<file path="config.mk">
export PLATFORM = sky130hd
export DESIGN_NAME = multi_lane_delay_histogram_flat
export DESIGN_NICKNAME = d
export VERILOG_FILES = /design/src/rtl/multi_lane_delay_histogram_if.sv /design/src/rtl/multi_lane_delay_histogram.sv /design/src/flat_wrapper.sv
export SDC_FILE = /design/constraint.sdc
export NUM_CORES = 1
export LEC_CHECK = 0
export CORE_MARGIN = 3
export CORE_UTILIZATION = 59
export CTS_CLUSTER_DIAMETER = 120
export CTS_CLUSTER_SIZE = 24
export DETAILED_ROUTE_END_ITERATION = 6
export DONT_BUFFER_PORTS = 1
export PLACE_DENSITY = 0.88
export SLEW_MARGIN = 15
export SYNTH_ARGS = -nofsm -noshare
export SYNTH_HDL_FRONTEND = slang
export SYNTH_SLANG_ARGS = --single-unit
</file>
<file path="constraint.sdc">
create_clock -name clk -period 2.5 [get_ports clk]
set_input_delay 0.25 -clock clk [delete_from_list [all_inputs] [get_ports clk]]
set_output_delay 0.25 -clock clk [all_outputs]
set_load 0.005 [all_outputs]
</file>
<file path="src/rtl/multi_lane_delay_histogram_if.sv">
// Histogram record stream: one (lane, tap, error count) record per handshake.
// The producer holds lane/tap/count stable while valid is high and ready is low.
interface multi_lane_delay_histogram_if #(
    parameter int LANES = 4,
    parameter int TAPS  = 32,
    parameter int CNT_W = 16
);
    localparam int TAP_W  = $clog2(TAPS);
    localparam int LANE_W = (LANES > 1) ? $clog2(LANES) : 1;

    logic              valid;
    logic              ready;
    logic [LANE_W-1:0] lane;
    logic [TAP_W-1:0]  tap;
    logic [CNT_W-1:0]  count;

    modport master (output valid, lane, tap, count, input ready);
    modport slave  (input valid, lane, tap, count, output ready);
endinterface

</file>
<file path="src/rtl/multi_lane_delay_histogram.sv">
// Multi-lane delay-tap sweep with per-lane bit-error histogram.
// Steps every delay tap, lets the delay line settle, counts bit errors against
// the shared expected pattern for a fixed window, then streams one record per
// lane out through the record interface.
// Optional best-tap tracking: define MULTI_LANE_DELAY_HISTOGRAM_BEST_TAP_EN.
//
// state  | meaning
// -------+--------------------------------------------------------------
// IDLE   | waiting for start; busy low
// LOAD   | one-cycle load strobe of the current tap, error counters cleared
// SETTLE | delay elements settling, inputs ignored
// COUNT  | accumulate per-lane popcount(data ^ expected) every cycle
// DUMP   | stream one record per lane, advancing on handshake
// FIN    | one-cycle done pulse, back to IDLE
module multi_lane_delay_histogram #(
    parameter int LANES  = 4,
    parameter int WIDTH  = 8,
    parameter int TAPS   = 32,
    parameter int WINDOW = 1024,
    parameter int SETTLE = 16,
    parameter int CNT_W  = 16
) (
    input  logic                         clk,
    input  logic                         rst_n,
    input  logic                         start,
    output logic                         busy,
    output logic                         done,
    output logic                         dly_ld,
    output logic [$clog2(TAPS)-1:0]      dly_tap,
    input  logic [LANES*WIDTH-1:0]       dat,
    input  logic [WIDTH-1:0]             exp_pat,
    multi_lane_delay_histogram_if.master rec,
    output logic [LANES*$clog2(TAPS)-1:0] best_tap
);
    localparam int TAP_W  = $clog2(TAPS);
    localparam int LANE_W = (LANES > 1) ? $clog2(LANES) : 1;
    localparam int PC_W   = $clog2(WIDTH + 1);
    localparam int SUM_W  = ((CNT_W > PC_W) ? CNT_W : PC_W) + 1;
    localparam int TMAX   = (WINDOW > SETTLE) ? WINDOW : SETTLE;
    localparam int TIM_W  = $clog2(TMAX + 1);

    localparam logic [TAP_W-1:0]  LAST_TAP  = TAP_W'(TAPS - 1);
    localparam logic [LANE_W-1:0] LAST_LANE = LANE_W'(LANES - 1);
    localparam logic [CNT_W-1:0]  CNT_MAX   = '1;

    typedef enum logic [2:0] {
        S_IDLE,
        S_LOAD,
        S_SETTLE,
        S_COUNT,
        S_DUMP,
        S_FIN
    } state_t;

    state_t             state;
    state_t             next_state;
    logic [TAP_W-1:0]   tap;
    logic [LANE_W-1:0]  lane;
    logic [TIM_W-1:0]   timer;
    logic               tc;
    logic               hs;
    logic [CNT_W-1:0]   cnt     [LANES];
    logic [CNT_W-1:0]   cnt_add [LANES];
    logic [SUM_W-1:0]   sum     [LANES];
    logic [CNT_W-1:0]   cur_count;
    logic [1:0]         rst_sync;
    logic               rst_int_n;

    function automatic logic [PC_W-1:0] popcount(input logic [WIDTH-1:0] v);
        logic [PC_W-1:0] n;
        n = '0;
        for (int i = 0; i < WIDTH; i++) n = n + PC_W'(v[i]);
        return n;
    endfunction

    // Reset asserts asynchronously but releases only on a clean clock edge.
    always_ff @(posedge clk or negedge rst_n) begin
        if (!rst_n) rst_sync <= 2'b00;
        else        rst_sync <= {rst_sync[0], 1'b1};
    end
    assign rst_int_n = rst_sync[1];

    assign tc        = (timer == '0);
    assign hs        = rec.valid && rec.ready;
    assign cur_count = cnt[lane];

    assign dly_tap   = tap;
    assign rec.lane  = lane;
    assign rec.tap   = tap;
    assign rec.count = cur_count;

    // Next-state decode and state-driven outputs.
    always_comb begin
        next_state = state;
        busy       = (state != S_IDLE);
        done       = (state == S_FIN);
        dly_ld     = (state == S_LOAD);
        rec.valid  = (state == S_DUMP);
        case (state)
            S_IDLE:   if (start) next_state = S_LOAD;
            S_LOAD:   next_state = S_SETTLE;
            S_SETTLE: if (tc) next_state = S_COUNT;
            S_COUNT:  if (tc) next_state = S_DUMP;
            S_DUMP:   if (hs && lane == LAST_LANE)
                          next_state = (tap == LAST_TAP) ? S_FIN : S_LOAD;
            S_FIN:    next_state = S_IDLE;
            default:  next_state = S_IDLE;
        endcase
    end

    // State register, tap/lane pointers and the settle/window down-counter.
    always_ff @(posedge clk or negedge rst_int_n) begin
        if (!rst_int_n) begin
            state <= S_IDLE;
            tap   <= '0;
            lane  <= '0;
            timer <= '0;
        end else begin
            state <= next_state;
            case (state)
                S_IDLE:   if (start) tap <= '0;
                S_LOAD: begin
                    lane  <= '0;
                    timer <= TIM_W'(SETTLE - 1);
                end
                S_SETTLE: timer <= tc ? TIM_W'(WINDOW - 1) : timer - 1'b1;
                S_COUNT:  if (!tc) timer <= timer - 1'b1;
                S_DUMP: begin
                    if (hs) begin
                        if (lane == LAST_LANE) begin
                            lane <= '0;
                            if (tap != LAST_TAP) tap <= tap + 1'b1;
                        end else begin
                            lane <= lane + 1'b1;
                        end
                    end
                end
                default: ;
            endcase
        end
    end

    // Saturating per-lane error sums; the extra sum bit catches overflow.
    always_comb begin
        for (int n = 0; n < LANES; n++) begin
            sum[n]     = '0;
            cnt_add[n] = '0;
        end
        for (int n = 0; n < LANES; n++) begin
            sum[n] = SUM_W'(cnt[n]) + SUM_W'(popcount(dat[n*WIDTH +: WIDTH] ^ exp_pat));
            cnt_add[n] = (sum[n] > SUM_W'(CNT_MAX)) ? CNT_MAX : sum[n][CNT_W-1:0];
        end
    end

    // Error counters: cleared on each tap load, accumulate only in COUNT.
    always_ff @(posedge clk or negedge rst_int_n) begin
        if (!rst_int_n) begin
            cnt <= '{default: '0};
        end else if (state == S_LOAD) begin
            cnt <= '{default: '0};
        end else if (state == S_COUNT) begin
            for (int n = 0; n < LANES; n++) cnt[n] <= cnt_add[n];
        end
    end

`ifdef MULTI_LANE_DELAY_HISTOGRAM_BEST_TAP_EN
    logic [CNT_W-1:0]       min_cnt     [LANES];
    logic [TAP_W-1:0]       min_tap     [LANES];
    logic [TAP_W-1:0]       min_tap_nxt [LANES];
    logic [LANES-1:0]       take;
    logic [LANES*TAP_W-1:0] best_r;

    // A record replaces the lane minimum only when strictly lower, so ties keep the earlier tap.
    always_comb begin
        take = '0;
        for (int n = 0; n < LANES; n++) min_tap_nxt[n] = '0;
        for (int n = 0; n < LANES; n++) begin
            take[n]        = hs && (lane == LANE_W'(n)) && (cur_count < min_cnt[n]);
            min_tap_nxt[n] = take[n] ? tap : min_tap[n];
        end
    end

    // Per-lane minimum trackers, re-armed at the first tap of each sweep.
    always_ff @(posedge clk or negedge rst_int_n) begin
        if (!rst_int_n) begin
            min_cnt <= '{default: '0};
            min_tap <= '{default: '0};
        end else if (state == S_LOAD && tap == '0) begin
            min_cnt <= '{default: '1};
            min_tap <= '{default: '0};
        end else begin
            for (int n = 0; n < LANES; n++) begin
                if (take[n]) begin
                    min_cnt[n] <= cur_count;
                    min_tap[n] <= tap;
                end
            end
        end
    end

    // Publish the result as FIN is entered, including the final record's update.
    always_ff @(posedge clk or negedge rst_int_n) begin
        if (!rst_int_n) begin
            best_r <= '0;
        end else if (next_state == S_FIN) begin
            for (int n = 0; n < LANES; n++) best_r[n*TAP_W +: TAP_W] <= min_tap_nxt[n];
        end
    end

    assign best_tap = best_r;
`else
    assign best_tap = '0;
`endif

endmodule

</file>
<file path="src/flat_wrapper.sv">
// flat-port wrapper written by rule: the top's interface ports become plain ports
module multi_lane_delay_histogram_flat 
#(
    parameter int LANES  = 4,
    parameter int WIDTH  = 8,
    parameter int TAPS   = 32,
    parameter int WINDOW = 1024,
    parameter int SETTLE = 16,
    parameter int CNT_W  = 16
)
  (clk, rst_n, start, busy, done, dly_ld, dly_tap, dat, exp_pat, best_tap, rec_valid, rec_lane, rec_tap, rec_count, rec_ready);
  multi_lane_delay_histogram_if #(.LANES(LANES), .TAPS(TAPS), .CNT_W(CNT_W)) rec_i ();
  input  logic clk;
  input  logic rst_n;
  input  logic start;
  output logic busy;
  output logic done;
  output logic dly_ld;
  output logic [$clog2(TAPS)-1:0] dly_tap;
  input  logic [LANES*WIDTH-1:0] dat;
  input  logic [WIDTH-1:0] exp_pat;
  output logic [LANES*$clog2(TAPS)-1:0] best_tap;
  output wire logic [$bits(rec_i.valid)-1:0] rec_valid;
  output wire logic [$bits(rec_i.lane)-1:0] rec_lane;
  output wire logic [$bits(rec_i.tap)-1:0] rec_tap;
  output wire logic [$bits(rec_i.count)-1:0] rec_count;
  input wire logic [$bits(rec_i.ready)-1:0] rec_ready;
  assign rec_valid = rec_i.valid;
  assign rec_lane = rec_i.lane;
  assign rec_tap = rec_i.tap;
  assign rec_count = rec_i.count;
  assign rec_i.ready = rec_ready;
  multi_lane_delay_histogram #(.LANES(LANES), .WIDTH(WIDTH), .TAPS(TAPS), .WINDOW(WINDOW), .SETTLE(SETTLE), .CNT_W(CNT_W)) u_core (.clk(clk), .rst_n(rst_n), .start(start), .busy(busy), .done(done), .dly_ld(dly_ld), .dly_tap(dly_tap), .dat(dat), .exp_pat(exp_pat), .rec(rec_i), .best_tap(best_tap));
endmodule
</file>
After elaboration in Yosys (flattened, before gate mapping)
Index checks and enable logic that the tools add are counted.

word-level totals
  register bits = 87
  input bits = 44
  output and inout port bits = 52

operators by class
  $add $sub $neg = 35
  reductions and logical operators = 13
  mux-type cells = 26
  order comparisons = 5
  bitwise operators = 5
  equal/unequal tests = 16

operators by type and width
  operator                 number
  $mux W64                 2
  $add A4 B1 Y4            24
  $mux W16                 6
  $add A16 B4 Y17          4
  $gt A17 B16 Y1 const B   4
  $pmux W11 S3             1
  $bmux W16 S2             1
  $xor A8 B8 Y8            4
  $mux W11                 2
  $mux W5                  4
  $mux W3                  5
  $pmux W3 S5              1
  $ne A2 B2 Y1 const B     6
  $logic_not A11 Y1        1
  $sub A11 B1 Y11 const B  1
  $pmux W5 S2              1
  $add A1 B1 Y2            4
  $eq A3 B2 Y1 const B     2
  $eq A3 B3 Y1 const B     2
  $reduce_bool A2 Y1       3
  $reduce_bool A3 Y1       2
  $add A5 B1 Y5 const B    1
  $eq A5 B5 Y1 const B     1
  $ne A5 B5 Y1 const B     1
  13 further kinds         17

Depth between registers and ports, before layout
Gate-level depths: netlist of the first run.

  depth after elaboration = 13
  gate-level depth with buffers = 15

Least setup slack after synthesis of the first run
No wires, ideal clock.

  kind = in2reg
  start = input exp_pat[0]
  end = register u_core.cnt[28] (netlist name)
  stages on the path = 14
  arrival time = 4.269 ns
  slack = -1.869 ns
  library setup time = 0.099 ns
  data required time = 2.401 ns
  cells stage by stage = xor2_1 > ha_1 > fa_1 > inv_1 > fa_1 > fa_1 > fa_1 > inv_1 > fa_1 > a21o_1 > a21oi_1 > or2_2 > nor2_1 > a311oi_1

on the way
  longest elaborated chain between the ends = 13

RTL lines
  item                          line                               source
  start: declaration            flat_wrapper.sv:21                 input logic [WIDTH-1:0] exp_pat;
  $xor A8 B8 Y8 *               multi_lane_delay_histogram.sv:150  sum[n] = SUM_W'(cnt[n]) + SUM_W'(popcount(dat[n*WIDTH +: WIDTH] ^ exp_pat));
  $add A1 B1 Y2 *               multi_lane_delay_histogram.sv:72   for (int i = 0; i < WIDTH; i++) n = n + PC_W'(v[i]);
  $add A4 B1 Y4 * (6 in a row)  multi_lane_delay_histogram.sv:72
  $add A16 B4 Y17 *             multi_lane_delay_histogram.sv:150
  $gt A17 B16 Y1                multi_lane_delay_histogram.sv:151  cnt_add[n] = (sum[n] > SUM_W'(CNT_MAX)) ? CNT_MAX : sum[n][CNT_W-1:0];
  $mux W16 *                    multi_lane_delay_histogram.sv:151
  $mux W64 *                    multi_lane_delay_histogram.sv:161  end else if (state == S_COUNT) begin
  $mux W64 *                    multi_lane_delay_histogram.sv:159  end else if (state == S_LOAD) begin
  end signal: assignment        multi_lane_delay_histogram.sv:158  cnt <= '{default: '0};
  end signal: assignment        multi_lane_delay_histogram.sv:160  cnt <= '{default: '0};
  end: declaration              multi_lane_delay_histogram.sv:62   logic [CNT_W-1:0] cnt [LANES];

Every way passes the cells marked *; elsewhere a longest branch is shown, timed or not. The select of a mux whose other input is x is not followed.
A chain may end at the register's enable or synchronous reset.

Final worst setup path of the first run
  start = input dat[0]
  end = register u_core.cnt[54] (netlist name)

on the way
  longest elaborated chain between the ends = 13

RTL lines
  item                          line                               source
  start: declaration            flat_wrapper.sv:20                 input logic [LANES*WIDTH-1:0] dat;
  $xor A8 B8 Y8 *               multi_lane_delay_histogram.sv:150
  $add A1 B1 Y2 *               multi_lane_delay_histogram.sv:72
  $add A4 B1 Y4 * (6 in a row)  multi_lane_delay_histogram.sv:72
  $add A16 B4 Y17 *             multi_lane_delay_histogram.sv:150
  $gt A17 B16 Y1                multi_lane_delay_histogram.sv:151
  $mux W16 *                    multi_lane_delay_histogram.sv:151
  $mux W64 *                    multi_lane_delay_histogram.sv:161
  $mux W64 *                    multi_lane_delay_histogram.sv:159

Marked as above.

==> reports/metrics.yaml, run 1 <==
status:
  status: "finished with violations"
  violations: "setup timing"
sta:
  rsz0062_at_grt: "yes"
  max_freq_mhz: 265
  worst_slack_ns: -1.27
  fin_hold_ws_ns: 0.0997
  setup-tns-final_ns: -73.29
  hold_viol_final: 0
  finalCritPeriodShare_pct: 151
  report.final.slew_viol_count: 0
  slew_headroom_pct: 60.0
  worst_pin_slew_ns: 0.596
  setup_viol: 64
  fin_crit_ns: 3.77
  fin_worst_skew_ns: 0.0118
critical_path:
  critPathKind: "input pin to flip-flop"
  cp.depth: 15
  critPathLaunchType: "input pin"
  arrival_ns: 4.01
  path_buf_inv: 3
  cpLargestDelayFamily: "adder cells"
  end_kind: "flip-flop"
  cp.required_ns: 2.74
  cpMaxStageDelayCell: "fa_1"
  cp_cell_sequence: "xor2_2 -> ha_1 -> fa_1 -> inv_1 -> fa_1 -> fa_2 -> fa_2 -> inv_2 -> fa_2 -> a211o_1 -> o211a_1 -> buf_4 -> and3_1 -> o21ai_1 -> a31oi_1"
  r2r_cells: 8
  crit_path_max_incr_delay_ns: 0.54
  crit_fanout: 2
  crit_top_cell: "fa_2"
yosys:
  synth_top_family_by_area: "compound AO/OA/AOI/OAI gates"
  synthAdderAreaFrac_pct: 12.4
  muxShareOfSynthArea_pct: 5.79
  async_flop_share_pct: 100
  yosys.area_share.xor_xnor_pct: 6.10
  ys_seq_elements: 87
  yosys_warnings: 0
  synthSimpleGateAreaFrac_pct: 17.6
  syn_inst: 669
  syn_avg_cell_area_um2: 9.66
  ys_seq_area_share_pct: 33.7
  synth_enable_flop_cells: 0
  syn_area_um2: 6460
  synth.distinct_cells: 70
  synth_compound_area_share_pct: 17.9
  synth_flop_cell: "dfrtp_1"
detailed_routing:
  drtAntennaViolNets: 0
  drtPass1Iterations: 6
  wl_per_cell_um: 22.3
  route.detailed.drc: 0
  via_per_inst: 6.88
  route.vias.total: 5838
  drt_iter0_markers: 628
  wl_mm: 18.9
floorplanning:
  dieArea_um2: 12300
  dieWidth_um: 111
  ios: 96
  core_um2: 10500
  fp-row-count: 37
  die_y_um: 111
  initial_core_util_pct: 61.5
finish:
  post-route-util_pct: 73.7
  fin_nets: 805
  diodes: 0
  fin_cells: 848
  drive_above_1_share_pct: 29.5
  fillers: 627
  regArea_um2: 2180
  syn2layout_area_growth_pct: 19.9
  multi_input_area_um2: 4600
pwr:
  power.leakage_nw: 3.38
  ir_worst_vdd_mv: 0.614
  power_density_nw_per_um2: 1060
cts:
  clk_latency_ns: 0.37
  cts_buffer_depth: 2
  htreeDepth: 3
  cts_tree: "built"
  cts_buffers: 9
  cts_sinks: 87
  path_clk_slew_ns: 0.08
  cts_root_buffer: "clkbuf_8"
placement:
  dp_slack_ns: -1.66
  gp_congestion: 0.912
  dpl.cell_count: 816
  hpwlAfterDp_mm: 12.7
  port_buffers: 0
global_route:
  antenna_found_initial: 0
  grt_max_degree: 49
  grt_pass1_vias: 5869
  grt_first_pass_wirelength_mm: 29.0
  grtUsageTotal_pct: 29.2
  grt-ovfl-total: 0
hold_path:
  holdCritPathClass: "input pin to async pin"
run:
  maxCapViolCount: 0
-- layout make-up --
cell class                 instances  share of cell area (%)
clock buffer                      12                    1.74
clock inverter                     2                   0.452
inverter                          31                    1.50
multi-input combinational        521                    59.4
sequential                        87                    28.1
tap                              136                    2.20
timing repair buffer              59                    6.60
-- cell usage after synthesis (7+ instances only) --
library cell,n,area [um2]
xnor2_1,25,219
a31oi_1,30,188
a211oi_1,8,60.1
and3_1,16,100
o21ai_0,40,200
mux4_2,15,338
o21a_1,9,67.6
a21oi_1,36,180
dfrtp_1,87,2180
inv_1,31,116
nor3_1,35,175
fa_1,20,400
nand3_1,14,70.1
buf_4,26,195
a21o_1,12,90.1
ha_1,32,400
nand2_1,41,154
nor2_1,45,169
clkbuf_1,20,75.1
xor2_1,20,175
nor2b_1,7,43.8
-- worst paths after layout --
path                                    start                 end  slack, ns
min reg2reg                u_core.rst_sync[1]      u_core.cnt[49]       0.31
max                                    dat[0]      u_core.cnt[54]      -1.27
min                                     rst_n  u_core.rst_sync[1]        0.1
max reg2reg                 u_core.dly_tap[0]   u_core.dly_tap[3]       0.19
max in group asynchronous  u_core.rst_sync[1]      u_core.cnt[46]       1.54
min in group clk                    rec_ready  u_core.rec.lane[1]       0.17
-- metrics by stage --
step / power, mW / cell area (um2)
6_report: 8.20 / 7750
5_1_grt: 8.74 / 7750
3_3_place_gp: 5.91 / 6960
3_5_place_dp: 6.23 / 6960
4_1_cts: 7.46 / 7360
2_1_floorplan: 4.98 / 6750
-- sequential cells by signal (all words and copies together) (netlist names) --
| signal | flops |
|---|---|
| u_core.state | 3 |
| u_core.dly_tap | 5 |
| u_core.cnt | 64 |
| u_core.rst_sync | 2 |
| u_core.rec.lane | 2 |
| u_core.timer | 11 |
-- report_power, final --
part | switching [mW] | internal (mW) | total, mW
logic | 2.55 | 2.42 | 4.97
registers | 0.564 | 1.73 | 2.30
clock network | 0.481 | 0.451 | 0.932
total | 3.59 | 4.61 | 8.20
-- cells in the final DEF (no fill, tap or decap), types with 12 or more instances in the layout --
master and instances:
dfrtp_1 86, nor3_1 23, xnor2_1 23, nor2_1 32, o21ai_1 19, mux4_2 15, and3_1 13, a21oi_1 19
nand3_1 12, ha_1 28, inv_1 25, conb_1 21, nand2_1 40, a31oi_1 24, a21o_1 12, xor2_1 19
o21ai_0 17, buf_4 45
-- kinds of logic (layout without fill, tap and decap cells) --
logic type | Yosys count | in the layout
xor gates and xnor gates | 45 | 45
adders and majority gates | 52 | 52
other | 2 | 21
muxes | 17 | 17
AOI/OAI and AO/OA | 176 | 176
DFF | 87 | 87
buffers and inverters | 81 | 104
and+or+nand+nor | 209 | 210
-- what timing repair did --
| action | in CTS | in global routing |
|---|---|---|
| setup endpoints to repair | 64 | 64 |
| gates resized for setup | 30 | 69 |
| hold buffers | 1 | 0 |
| gates cloned | 1 | 0 |
| hold endpoints to repair | 2 | 0 |
| pin swaps | 24 | 33 |
| buffers inserted | 11 | 5 |
-- layer usage --
layer	GRT usage, %	vias to the layer above	part of all wire [%]
li1	-	2496	-
met1	36.3	2812	36
met2	48.8	429	49
met3	5.57	101	9.0
met4	14.4	0	5.8
met5	0	-	0
Power figures use the tool's default switching activity.
==> inputs of run 2 (changes only) <==
Settings changed: CORE_UTILIZATION 59 to 27, PLACE_DENSITY 0.88 to 0.52.
==> run 2 against run 1 <==
The run still ends with setup timing left. Worst hold slack better by 0.033 ns. Non-clock buffer count rose by 11. Critical path depth shrank 1. Via count down 9.0%. Register-to-register slack better by 0.06 ns. Worst setup slack improved by 0.0014 ns. Maximum frequency barely moved. Sequential share of layout area shrank 2.1 points. Clock skew shrank 0.0049 ns. Sequential power is 2% lower. Sequential cell count did not move. Highest routed layer unchanged.
==> reports/metrics.yaml, run 2 (same netlist as run 1, synthesis figures left out) <==
cts:
  path_clk_slew_ns: 0.07
  htreeDepth: 3
  cts_buffers: 9
  cts_root_buffer: "clkbuf_16"
  cts_sinks: 87
  clk_latency_ns: 0.35
  cts_buffer_depth: 2
  cts_tree: "built"
critical_path:
  reg2reg_slack_ns: 0.25
  arrival_ns: 4.05
  critPathKind: "input pin to flip-flop"
  end_kind: "flip-flop"
  r2r-end: "u_core.timer[3]"
  crit_top_cell: "fa_2"
  cp.depth: 14
  reg2reg_from: "u_core.timer[0]"
  crit_start: "exp_pat[0]"
  crit_fanout: 5
  path_buf_inv: 2
  cpLargestDelayFamily: "adder cells"
  cp_cell_sequence: "xor2_1 -> ha_1 -> fa_1 -> inv_1 -> fa_1 -> fa_2 -> fa_2 -> inv_2 -> fa_2 -> a211o_1 -> o211ai_1 -> nor2_2 -> a31o_2 -> a21oi_2"
  cp.required_ns: 2.78
  r2r_cells: 6
  cpMaxStageDelayCell: "fa_2"
  critPathLaunchType: "input pin"
  crit_path_max_incr_delay_ns: 0.54
global_route:
  antenna_found_initial: 0
  grtUsageTotal_pct: 13.5
  grt_max_degree: 36
  grt_first_pass_wirelength_mm: 28.2
  grt-ovfl-total: 0
  grt_pass1_vias: 5160
sta:
  hold_viol_final: 0
  max_freq_mhz: 265
  fin_worst_skew_ns: 0.00698
  worst_pin_slew_ns: 0.668
  setup_viol: 64
  setup-tns-final_ns: -73.10
  finalCritPeriodShare_pct: 151
  slew_headroom_pct: 55.3
  worst_slack_ns: -1.27
  report.final.slew_viol_count: 0
  rsz0062_at_grt: "yes"
  fin_crit_ns: 3.77
floorplanning:
  core_um2: 23100
  initial_core_util_pct: 28.0
  dieArea_um2: 25800
  die_y_um: 161
  dieWidth_um: 161
  ios: 96
  fp-row-count: 55
pwr:
  power.leakage_nw: 3.49
  power_density_nw_per_um2: 1070
  ir_worst_vdd_mv: 0.431
  p_total_mw: 8.93
detailed_routing:
  route.detailed.drc: 0
  via_per_inst: 5.12
  route.vias.total: 5313
  drtPass1Iterations: 4
  drtAntennaViolNets: 0
  drt_iter0_markers: 313
  wl_per_cell_um: 17.1
  wl_mm: 17.8
finish:
  diodes: 0
  final_common_cell: "dfrtp_1"
  final_cell_mix: "dfrtp_1, buf_4, nand2_1"
  largest_reg_flops: 64
  drive_above_1_share_pct: 34.1
  fin_nets: 815
  max_flop_register: "u_core.cnt"
  post-route-util_pct: 36.4
  syn2layout_area_growth_pct: 29.7
run:
  maxCapViolCount: 0
placement:
  hpwlAfterDp_mm: 13.0
  port_buffers: 0
  gp_congestion: 0.800
status:
  violations: "setup timing"
  status: "finished with violations"
hold_path:
  holdCritPathClass: "input pin to async pin"
[run 2: changes by cell type in the layout (fill, tap and decap cells not counted), sizes merged]
| cell | change |
|---|---|
| clkbuf | -1 |
| nor3 | -1 |
| bufinv | +1 |
| buf | +11 |
| clkinvlp | +2 |
[run 2: worst max-delay path by stage]
stage | slack (ns) | end
2_1_floorplan | -1.44 | u_core.cnt[62]
3_3_place_gp | -1.61 | u_core.cnt[62]
3_5_place_dp | -1.64 | u_core.cnt[57]
4_1_cts | -1.26 | u_core.cnt[62]
5_1_grt | -1.41 | u_core.cnt[50]
6_report | -1.27 | u_core.cnt[62]
[run 2: worst register-to-register path, delay by kind of cell, from the launching register on]
family	cells	cell delay, ns
AND/OR/NAND/NOR	2	0.95
AO/OA/AOI/OAI	2	0.47
flip-flops	1	0.43
adder cells (fa/ha/maj)	1	0.18
buffers and inverters	1	0.08
[run 2: routing by layer]
layer | wire (um) | global-route usage (%) | vias up
li1 | - | - | 2529
met1 | 8000 | 18.0 | 2690
met2 | 9070 | 22.6 | 79
met3 | 485 | 2.22 | 15
met4 | 199 | 3.75 | 0
met5 | 0 | 0 | -
[run 2: area by class of cell]
type / count / area [um2]
clock buffers: 11 / 253
clock inverters: 5 / 80.1
fillers: 2288 / 14700
inverters: 31 / 116
multi-input cells: 520 / 4700
flip-flops and latches: 87 / 2180
well taps: 313 / 392
repair buffers: 70 / 659
[run 2: power breakdown]
| part | switching (mW) | total [mW] | internal [mW] |
|---|---|---|---|
| Combinational | 2.52 | 5.16 | 2.64 |
| Sequential | 0.517 | 2.26 | 1.74 |
| Clock | 0.584 | 1.51 | 0.929 |
[run 2: per-stage QoR]
step / setup WS (ns) / cells / cell area [um2] / hold WS, ns
final: -1.27 / 1037 / 8380 / 0.132
after global routing: -1.41 / 1037 / 8380 / 0.126
after CTS: -1.26 / 1025 / 7920 / 0.119
after detailed placement: -1.64 / 998 / 7250 / -0.0455
after global placement: -1.61 / 998 / 7250 / -0.0455
after floorplan: -1.44 / 688 / 6750 / -0.0456
[run 2: what timing repair did]
item | in CTS | in global routing
endpoints found under the hold margin | 2 | 0
endpoints found under the setup margin | 64 | 64
hold buffers | 1 | 0
gates resized for setup | 53 | 85
pin swaps | 31 | 48
setup buffers | 10 | 12
